**src/rtl/alu_iter.sv**
```systemverilog
//------------------------------------------------------------------------------
// Module   : alu_iter
// Purpose  : Execute-stage ALU. AND/OR/ADD/SUB/SLT in one cycle, MUL by an
//            iterative shift-add multiplier that stalls the pipeline.
// Revision : 1.0 - initial release
//------------------------------------------------------------------------------
`default_nettype none

module alu_iter #(
    parameter int WIDTH = 32
) (
    input  logic             clk_i,
    input  logic             rst_i,
    input  logic             valid_i,
    input  logic [WIDTH-1:0] src1_i,
    input  logic [WIDTH-1:0] src2_i,
    input  logic [3:0]       ctrl_i,
    output logic [WIDTH-1:0] result_o,
    output logic             zero_o,
    output logic             valid_o,
    output logic             busy_o
);

    localparam int CW = (WIDTH > 1) ? $clog2(WIDTH) : 1;
    localparam logic [CW-1:0] c_LAST = CW'(WIDTH - 1);

    localparam logic [3:0] c_OP_AND = 4'b0000;
    localparam logic [3:0] c_OP_OR  = 4'b0001;
    localparam logic [3:0] c_OP_ADD = 4'b0010;
    localparam logic [3:0] c_OP_SUB = 4'b0110;
    localparam logic [3:0] c_OP_SLT = 4'b0111;
    localparam logic [3:0] c_OP_MUL = 4'b1000;

    typedef enum logic [0:0] {
        S_IDLE = 1'b0,
        S_MUL  = 1'b1
    } state_t;

    state_t            r_state;
    state_t            w_state_nxt;
    logic [WIDTH-1:0]  r_mcand;
    logic [WIDTH-1:0]  r_mplier;
    logic [WIDTH-1:0]  r_acc;
    logic [CW-1:0]     r_count;
    logic [WIDTH-1:0]  r_result;
    logic              r_zero;
    logic              r_valid;

    logic              w_idle;
    logic              w_is_mul;
    logic              w_start;
    logic              w_issue;
    logic              w_last;
    logic              w_lt;
    logic [WIDTH-1:0]  w_alu_res;
    logic [WIDTH-1:0]  w_acc_nxt;

    assign w_idle   = (r_state == S_IDLE);
    assign w_is_mul = (ctrl_i == c_OP_MUL);
    assign w_start  = valid_i && w_idle && w_is_mul;
    assign w_issue  = valid_i && w_idle && !w_is_mul;
    assign w_last   = (r_count == c_LAST);
    assign w_lt     = ($signed(src1_i) < $signed(src2_i));
    assign w_acc_nxt = r_acc + (r_mplier[0] ? r_mcand : '0);

    always_comb begin
        w_alu_res = '0;
        case (ctrl_i)
            c_OP_AND: w_alu_res = src1_i & src2_i;
            c_OP_OR:  w_alu_res = src1_i | src2_i;
            c_OP_ADD: w_alu_res = src1_i + src2_i;
            c_OP_SUB: w_alu_res = src1_i - src2_i;
            c_OP_SLT: w_alu_res = {{(WIDTH-1){1'b0}}, w_lt};
            default:  w_alu_res = '0;
        endcase
    end

    always_comb begin
        w_state_nxt = r_state;
        case (r_state)
            S_IDLE:  if (w_start) w_state_nxt = S_MUL;
            S_MUL:   if (w_last)  w_state_nxt = S_IDLE;
            default: w_state_nxt = S_IDLE;
        endcase
    end

    always_ff @(posedge clk_i) begin
        if (rst_i) begin
            r_state <= S_IDLE;
        end else begin
            r_state <= w_state_nxt;
        end
    end

    always_ff @(posedge clk_i) begin
        if (rst_i) begin
            r_mcand  <= '0;
            r_mplier <= '0;
            r_acc    <= '0;
            r_count  <= '0;
            r_result <= '0;
            r_zero   <= 1'b0;
            r_valid  <= 1'b0;
        end else begin
            r_valid <= 1'b0;
            if (w_issue) begin
                r_result <= w_alu_res;
                r_zero   <= (w_alu_res == '0);
                r_valid  <= 1'b1;
            end
            if (w_start) begin
                r_mcand  <= src1_i;
                r_mplier <= src2_i;
                r_acc    <= '0;
                r_count  <= '0;
            end
            if (r_state == S_MUL) begin
                r_acc    <= w_acc_nxt;
                r_mcand  <= r_mcand << 1;
                r_mplier <= r_mplier >> 1;
                r_count  <= r_count + 1'b1;
                // Final iteration: publish the accumulator as it is being updated.
                if (w_last) begin
                    r_result <= w_acc_nxt;
                    r_zero   <= (w_acc_nxt == '0);
                    r_valid  <= 1'b1;
                    r_count  <= '0;
                end
            end
        end
    end

    assign result_o = r_result;
    assign zero_o   = r_zero;
    assign valid_o  = r_valid;
    assign busy_o   = (r_state == S_MUL);

endmodule

`default_nettype wire

```
**config.mk**
```make
export PLATFORM = sky130hd
export DESIGN_NAME = alu_iter
export DESIGN_NICKNAME = d
export VERILOG_FILES = /design/src/rtl/alu_iter.sv
export SDC_FILE = /design/constraint.sdc
export NUM_CORES = 1
export LEC_CHECK = 0
export BUFFER_PORTS_ARGS = -buffer_cell sky130_fd_sc_hd__buf_4
export CAP_MARGIN = 5
export CELL_PAD_IN_SITES_DETAIL_PLACEMENT = 1
export CELL_PAD_IN_SITES_GLOBAL_PLACEMENT = 1
export CORE_MARGIN = 2
export CORE_UTILIZATION = 49
export CTS_BUF_LIST = sky130_fd_sc_hd__clkbuf_4 sky130_fd_sc_hd__clkbuf_8
export CTS_CLUSTER_DIAMETER = 40
export DETAILED_ROUTE_END_ITERATION = 12
export HOLD_SLACK_MARGIN = 0.1
export PLACE_DENSITY = 0.9
export SLEW_MARGIN = 25
export SYNTH_ARGS = -nofsm -noshare
export SYNTH_HDL_FRONTEND = slang
export SYNTH_SLANG_ARGS = --single-unit
```
**constraint.sdc**
```tcl
create_clock -name clk_i -period 6.1 [get_ports clk_i]
set_clock_uncertainty 0.2 [all_clocks]
set_input_delay 1.22 -clock clk_i [delete_from_list [all_inputs] [get_ports clk_i]]
set_output_delay 1.22 -clock clk_i [all_outputs]
set_load 0.01 [all_outputs]
```
==> flow_metrics.py, run 1 <==
metrics = {
    "power": {
        "leakage_nw": 6.069,
        "cellPowerDensity_mw_per_mm2": 177.4,
        "ir_drop_mv": 0.1069,
    },
    "clock_tree": {
        "h-tree-depth": 4,
        "cts_buffers": 17,
        "post_cts_buffers": 0,
        "cts_root_buf": "clkbuf_8",
        "hold_buffers": 0,
        "worstSkewPairLatency_ns": 0.48,
        "clockBufferDepth": 2,
        "cts.clk_slew.worst_paths_ns": 0.11,
        "clkSinkCount": 136,
        "ctsResizeCount": 0,
        "cts_tree": "yes",
    },
    "route": {
        "drtIter0Drc": 938,
        "firstDrtPassIters": 5,
        "route.met3.wl_mm": 2.513,
        "vias_per_cell": 6.311,
        "highest_layer": "met4",
        "via_count": 13480,
        "wl_mm": 49.10,
        "drt-met1-wl_mm": 20.29,
        "post_drt_wl_per_cell_um": 22.99,
        "drc": 0,
        "antenna_left": 0,
        "wl_met2_mm": 22.75,
    },
    "final_layout": {
        "drive_gt1_share_pct": 9.806,
        "utilization_pct": 55.04,
        "design_area_mm2": 0.01374,
        "syn_to_final_growth_pct": 11.01,
        "layout.nets": 1998,
        "fin_cells": 2136,
    },
    "global_route": {
        "track_usage_pct": 37.09,
        "grt_pass1_wl_mm": 76.92,
        "grt-ovfl-total": 0,
        "antenna_found_initial": 1,
        "grt_max_degree": 93,
        "grt_pass1_vias": 14210,
    },
    "setup_path": {
        "crit_path_start": "src2_i[4]",
        "path_cells": "buf_4, inv_1, ha_1, nor2_1, a2111oi_2, nor3_1, nor3b_1, a21oi_1, o41ai_1, o211a_1, a22o_1, nand4_1, nor4_1, nand2_1, o211ai_2",
        "crit_type": "input port to flop",
        "reg2reg_from": "r_mplier[0]",
        "cp_max_fo": 7,
        "cp-start-kind": "input port",
        "cp.arrival_ns": 5.11,
        "cpMaxStageDelayCell": "o41ai_1",
        "required_ns": 6.30,
        "slowest_delay_ns": 0.77,
        "cp_num_buf_inv": 2,
        "critPathCaptureType": "flop",
        "cp_top_family": "compound AO/OA/AOI/OAI gates",
    },
    "logic_synthesis": {
        "yosys-top-cells-count": "a21oi_1 (234), nor2_1 (214), nand2_1 (211)",
        "synth-edff-count": 0,
        "synth.most_common_cell": "a21oi_1",
        "synth.top_cell.area_share_pct": 22.00,
        "postSynthAreaPerCell_um2": 7.056,
        "yosys_warnings": 0,
        "syn-cell-area_mm2": 0.01238,
        "synthTopCellsByArea": "dfxtp_1 (22%), ha_1 (13%), a21oi_1 (9.5%)",
        "synthFlopType": "dfxtp_1",
        "synth_top_cell_by_area": "dfxtp_1",
        "ys_seq_elements": 136,
        "synth_nets": 1960,
        "synth_cells": 1754,
        "ys_types": 79,
        "ys_seq_area_share_pct": 22.00,
        "ys_async_sr_fraction_pct": 0,
    },
    "timing": {
        "fin_crit_sh_pct": 80.46,
        "worst_slew_pin_slew_ns": 0.9986,
        "setup_viol": 0,
        "tns_ns": 0,
        "drv_slew": 0,
        "rsz0062_at_grt": "false",
        "timing.hold.ws_ns": 0.2720,
        "final_hold_viol_count": 0,
        "period_minus_slack_ns": 4.908,
        "relSlewSlack_pct": 33.42,
        "fmax_mhz": 203.7,
    },
    "min_path": {
        "hold_start": "r_mplier[25]",
        "min_path_type": "flop to flop",
    },
    "die": {
        "fp.dieW_um": 162.9,
        "die_area_mm2": 0.02655,
        "num_rows": 58,
        "initial_core_util_pct": 49.58,
        "ios": 106,
        "die_h_um": 162.9,
        "coreArea_mm2": 0.02496,
    },
    "placement": {
        "post_dp_cell_area_mm2": 0.01333,
        "place_congestion": 1.020,
        "dp_hpwl_mm": 36.95,
        "dp_cells": 2103,
        "port_buffers": 105,
    },
    "run": {
        "cap_violations": 0,
    },
    "run_status": {
        "status": "finished, final reports clean",
    },
}
==> final cells by class <==
type / count / area (µm²)
Fill cell: 3280 / 11220
Multi-Input combinational cell: 1389 / 8816
Sequential cell: 136 / 2726
Timing Repair Buffer: 120 / 900.9
Inverter: 128 / 480.5
Tap cell: 330 / 412.9
Clock buffer: 18 / 247.7
Clock inverter: 14 / 152.6
Antenna cell: 1 / 2.502
==> power breakdown <==
| group | switching [W] | internal (W) | total (W) |
|---|---|---|---|
| registers | 0.0000197 | 0.000908 | 0.000927 |
| logic | 0.000441 | 0.000245 | 0.000686 |
| clock network | 0.000471 | 0.000353 | 0.000824 |
==> final timing paths <==
check | end | slack [ns] | depth (start not counted)
worst max-delay path | zero_o | 1.19 | 15
worst min-delay path | r_mplier[25] | 0.27 | 2
worst max register to register | zero_o | 1.44 | 15
worst min register to register | r_mplier[25] | 0.27 | 2
==> sequential cells by signal, indices dropped and copies added (netlist names) <==
name and flops:
busy_o 1, zero_o 1, r_mplier 32, result_o 32, r_acc 32, r_count 5, valid_o 1, r_mcand 32
==> kinds of logic (layout without fill, tap and decap cells) <==
logic type | Yosys count | in the layout | share of synthesized area [%]
compound gates | 546 | 546 | 27.88
xor+xnor | 54 | 54 | 3.882
fa+ha+maj | 135 | 135 | 13.83
buf+inv | 229 | 280 | 6.955
flops | 136 | 136 | 22.00
mux | 33 | 33 | 2.699
other cells | 0 | 1 | 0
simple gates | 621 | 621 | 22.76
==> worst reg2reg max path: stages (launching register included) <==
cell	delay [ns]
dfxtp_1	0.32
buf_4	0.22
and2_1	0.18
ha_1	0.41
nand3_1	0.13
nor4_1	0.47
o31ai_1	0.21
o21ai_2	0.27
a21oi_1	0.17
o41ai_1	0.64
xor2_1	0.36
nor4_2	0.39
nand4_1	0.19
nor3_2	0.16
nand4b_1	0.16
o211ai_2	0.09
==> through the flow <==
step	worst slack, ns	power, W
finish	1.192	0.002437
CTS	1.298	0.002425
global route	0.9307	0.002537
floorplan	1.857	0.001361
global placement	0.9241	0.001601
detailed placement	0.8481	0.001614
==> layer usage <==
layer,up-vias,global-route usage [%]
li1,6252,-
met1,6580,43.48
met2,472,62.63
met3,177,5.831
met4,0,24.54
met5,-,0
==> placed cells by master, fill, tap and decap left out, drive strengths merged, types with 5 or more instances in the layout <==
cell type / netlist / final
a211oi: 19 / 19
a31oi: 13 / 13
nand2b: 16 / 16
dfxtp: 136 / 136
nand2: 212 / 212
xor2: 11 / 11
mux2i: 30 / 30
ha: 132 / 132
a211o: 8 / 8
nand3: 15 / 15
nand3b: 5 / 5
o221ai: 5 / 5
a2111oi: 9 / 9
clkbuf: 87 / 18
a21oi: 234 / 234
nor2b: 12 / 12
o21bai: 16 / 16
buf: 14 / 120
and2: 36 / 36
o22ai: 6 / 6
and3: 5 / 5
nor4: 27 / 27
o21ai: 64 / 64
nand4: 14 / 14
xnor2: 43 / 43
nor3: 34 / 34
a21o: 26 / 26
a311oi: 5 / 5
o31ai: 18 / 18
inv: 128 / 137
o211ai: 14 / 14
nor2: 214 / 214
or3: 10 / 10
a22oi: 56 / 56
o21a: 10 / 10
a221oi: 7 / 7
(Power assumes the default switching activity.)
==> inputs of run 2 (changes only) <==
--- a/config.mk
+++ b/config.mk
@@ -10,12 +10,12 @@
 export CELL_PAD_IN_SITES_DETAIL_PLACEMENT = 1
 export CELL_PAD_IN_SITES_GLOBAL_PLACEMENT = 1
 export CORE_MARGIN = 2
-export CORE_UTILIZATION = 49
+export CORE_UTILIZATION = 46
 export CTS_BUF_LIST = sky130_fd_sc_hd__clkbuf_4 sky130_fd_sc_hd__clkbuf_8
 export CTS_CLUSTER_DIAMETER = 40
 export DETAILED_ROUTE_END_ITERATION = 12
 export HOLD_SLACK_MARGIN = 0.1
-export PLACE_DENSITY = 0.9
+export PLACE_DENSITY = 0.85
 export SLEW_MARGIN = 25
 export SYNTH_ARGS = -nofsm -noshare
 export SYNTH_HDL_FRONTEND = slang
==> constraint.sdc (replaced) <==
create_clock -name clk_i -period 5.1 [get_ports clk_i]
set_clock_uncertainty 0.2 [all_clocks]
set_input_delay 1.02 -clock clk_i [delete_from_list [all_inputs] [get_ports clk_i]]
set_output_delay 1.02 -clock clk_i [all_outputs]
set_load 0.01 [all_outputs]
==> run 2 against run 1 <==
Net effect: sequential share of layout area is 0.22 points lower; via count grew 0.39%; register-to-register slack got worse by 0.99 ns; cell area rose by 1.1%; power up 23%; sequential power rose by 20%; global-route usage fell by 2.7 points.
==> flow_metrics.py, run 2 (synthesis gave the netlist of run 1 again) <==
metrics = {
    "run_status": {
        "status": "finished, final reports clean",
    },
    "timing": {
        "rsz0062_at_grt": "false",
        "tns_ns": 0,
        "period_minus_slack_ns": 4.652,
        "fmax_mhz": 215.0,
        "setup_viol": 0,
        "drv_slew": 0,
        "relSlewSlack_pct": 40.65,
        "worst_slew_pin_slew_ns": 0.8870,
        "final_hold_viol_count": 0,
        "fin_crit_sh_pct": 91.21,
    },
    "global_route": {
        "grt_pass1_vias": 14030,
        "track_usage_pct": 34.41,
        "grt_max_degree": 108,
        "grt-ovfl-total": 0,
        "grt_pass1_wl_mm": 76.84,
        "antenna_found_initial": 0,
    },
    "power": {
        "leakage_nw": 6.145,
        "p_clk_share_pct": 35.0,
        "p_sw_w": 0.001099,
        "combPwrFrac_pct": 28.1,
        "p_sw_share_pct": 36.77,
        "ir_drop_mv": 0.1540,
        "internal_power_w": 0.001890,
        "finalPower_w": 0.002989,
        "p_seq_share_pct": 37.0,
        "cellPowerDensity_mw_per_mm2": 215.2,
    },
    "final_layout": {
        "drive_gt1_share_pct": 10.60,
        "antenna_cells": 0,
        "seqCellArea_mm2": 0.002726,
        "layout.nets": 2013,
        "final_common_cell": "a21oi_1",
        "multiInputGateArea_mm2": 0.008813,
        "syn_to_final_growth_pct": 12.23,
        "fin_cells": 2161,
        "final_cell_mix": "a21oi_1 (234), nor2_1 (211), nand2_1 (210)",
        "fillCellCount": 3467,
        "utilization_pct": 52.12,
    },
    "placement": {
        "place_congestion": 0.9803,
        "dp_cells": 2129,
        "port_buffers": 105,
        "dp_hpwl_mm": 37.50,
    },
    "route": {
        "wl_mm": 49.14,
        "vias_per_cell": 6.262,
        "drtIter0Drc": 1008,
        "firstDrtPassIters": 6,
        "antenna_left": 0,
        "via_count": 13530,
        "drc": 0,
        "post_drt_wl_per_cell_um": 22.74,
    },
    "setup_path": {
        "reg2reg_depth": 15,
        "slowest_delay_ns": 0.64,
        "critPathCaptureType": "flop",
        "cp_max_fo": 12,
        "crit_type": "flop to flop",
        "cpMaxStageDelayCell": "o41ai_1",
        "required_ns": 5.31,
        "r2r_setup_slack_ns": 0.45,
        "cp.arrival_ns": 4.86,
        "path_cells": "and2_1, ha_1, fa_1, a211oi_1, nor4_1, o31ai_1, o21ai_2, a21oi_1, o41ai_1, xor2_1, nor4_2, nand4_1, nor3_2, nand4b_1, o211ai_2",
        "cp-start-kind": "flop",
    },
    "clock_tree": {
        "cts.clk_slew.worst_paths_ns": 0.10,
        "post_cts_buffers": 0,
        "cts_root_buf": "clkbuf_8",
        "cts_tree": "yes",
        "worstSkewPairLatency_ns": 0.49,
        "clockBufferDepth": 2,
        "hold_buffers": 0,
        "cts_buffers": 17,
        "ctsResizeCount": 0,
        "h-tree-depth": 4,
        "clkSinkCount": 136,
    },
    "die": {
        "coreArea_mm2": 0.02665,
        "ios": 106,
        "die_h_um": 168.0,
        "initial_core_util_pct": 46.44,
        "num_rows": 60,
        "die_area_mm2": 0.02823,
        "fp.dieW_um": 168.0,
    },
    "min_path": {
        "hold_depth": 2,
        "min_path_type": "flop to flop",
    },
    "run": {
        "cap_violations": 0,
    },
}
==> run 2: per-stage QoR <==
stage / hold WS [ns] / cell area (µm²) / worst slack [ns]
after floorplan: 0.2364 / 12380 / 1.057
after global placement: 0.2441 / 13460 / 0.2036
after detailed placement: 0.2525 / 13460 / 0.1465
after CTS: 0.2662 / 13880 / 0.5162
after global routing: 0.2923 / 13890 / 0.1592
final: 0.2664 / 13890 / 0.4483
==> run 2: critical path, delay by kind of cell, from the launching register on <==
kind | cells | cell delay (ns)
flops | 1 | 0.48
fa+ha+maj | 2 | 0.49
compound gates | 6 | 1.54
simple gates | 6 | 1.50
xor+xnor | 1 | 0.36
==> run 2: power by group through the flow <==
stage / sequential (W) / clock [W] / combinational [W]
4_1_cts: 0.00110 / 0.00106 / 0.000823
3_5_place_dp: 0.00113 / 0 / 0.000818
3_3_place_gp: 0.00113 / 0 / 0.000802
5_1_grt: 0.00111 / 0.00109 / 0.000904
6_report: 0.00111 / 0.00104 / 0.000839
2_1_floorplan: 0.00113 / 0 / 0.000498
==> run 2: metal layers <==
| metal | routed length, µm | track usage, % | vias to the layer above |
|---|---|---|---|
| met2 | 23030 | 58.97 | 504 |
| met5 | 0 | 0 | - |
| met3 | 2252 | 3.056 | 168 |
| met1 | 20490 | 41.46 | 6595 |
| met4 | 3376 | 22.23 | 0 |
| li1 | - | - | 6266 |
==> run 2: final cells by class <==
| class | count | share of cell area [%] |
|---|---|---|
| well taps | 341 | 3.072 |
| flip-flops and latches | 136 | 19.63 |
| multi-input cells | 1389 | 63.45 |
| inverters | 128 | 3.459 |
| clock buffers | 18 | 1.738 |
| clock inverters | 14 | 1.333 |
| repair buffers | 135 | 7.323 |
==> run 2: worst paths after layout <==
kind                                   start           end
worst max-delay path             r_mplier[0]        zero_o
worst min-delay path            r_mplier[27]  r_mplier[27]
worst max register to register   r_mplier[0]        zero_o
worst min register to register  r_mplier[27]  r_mplier[27]
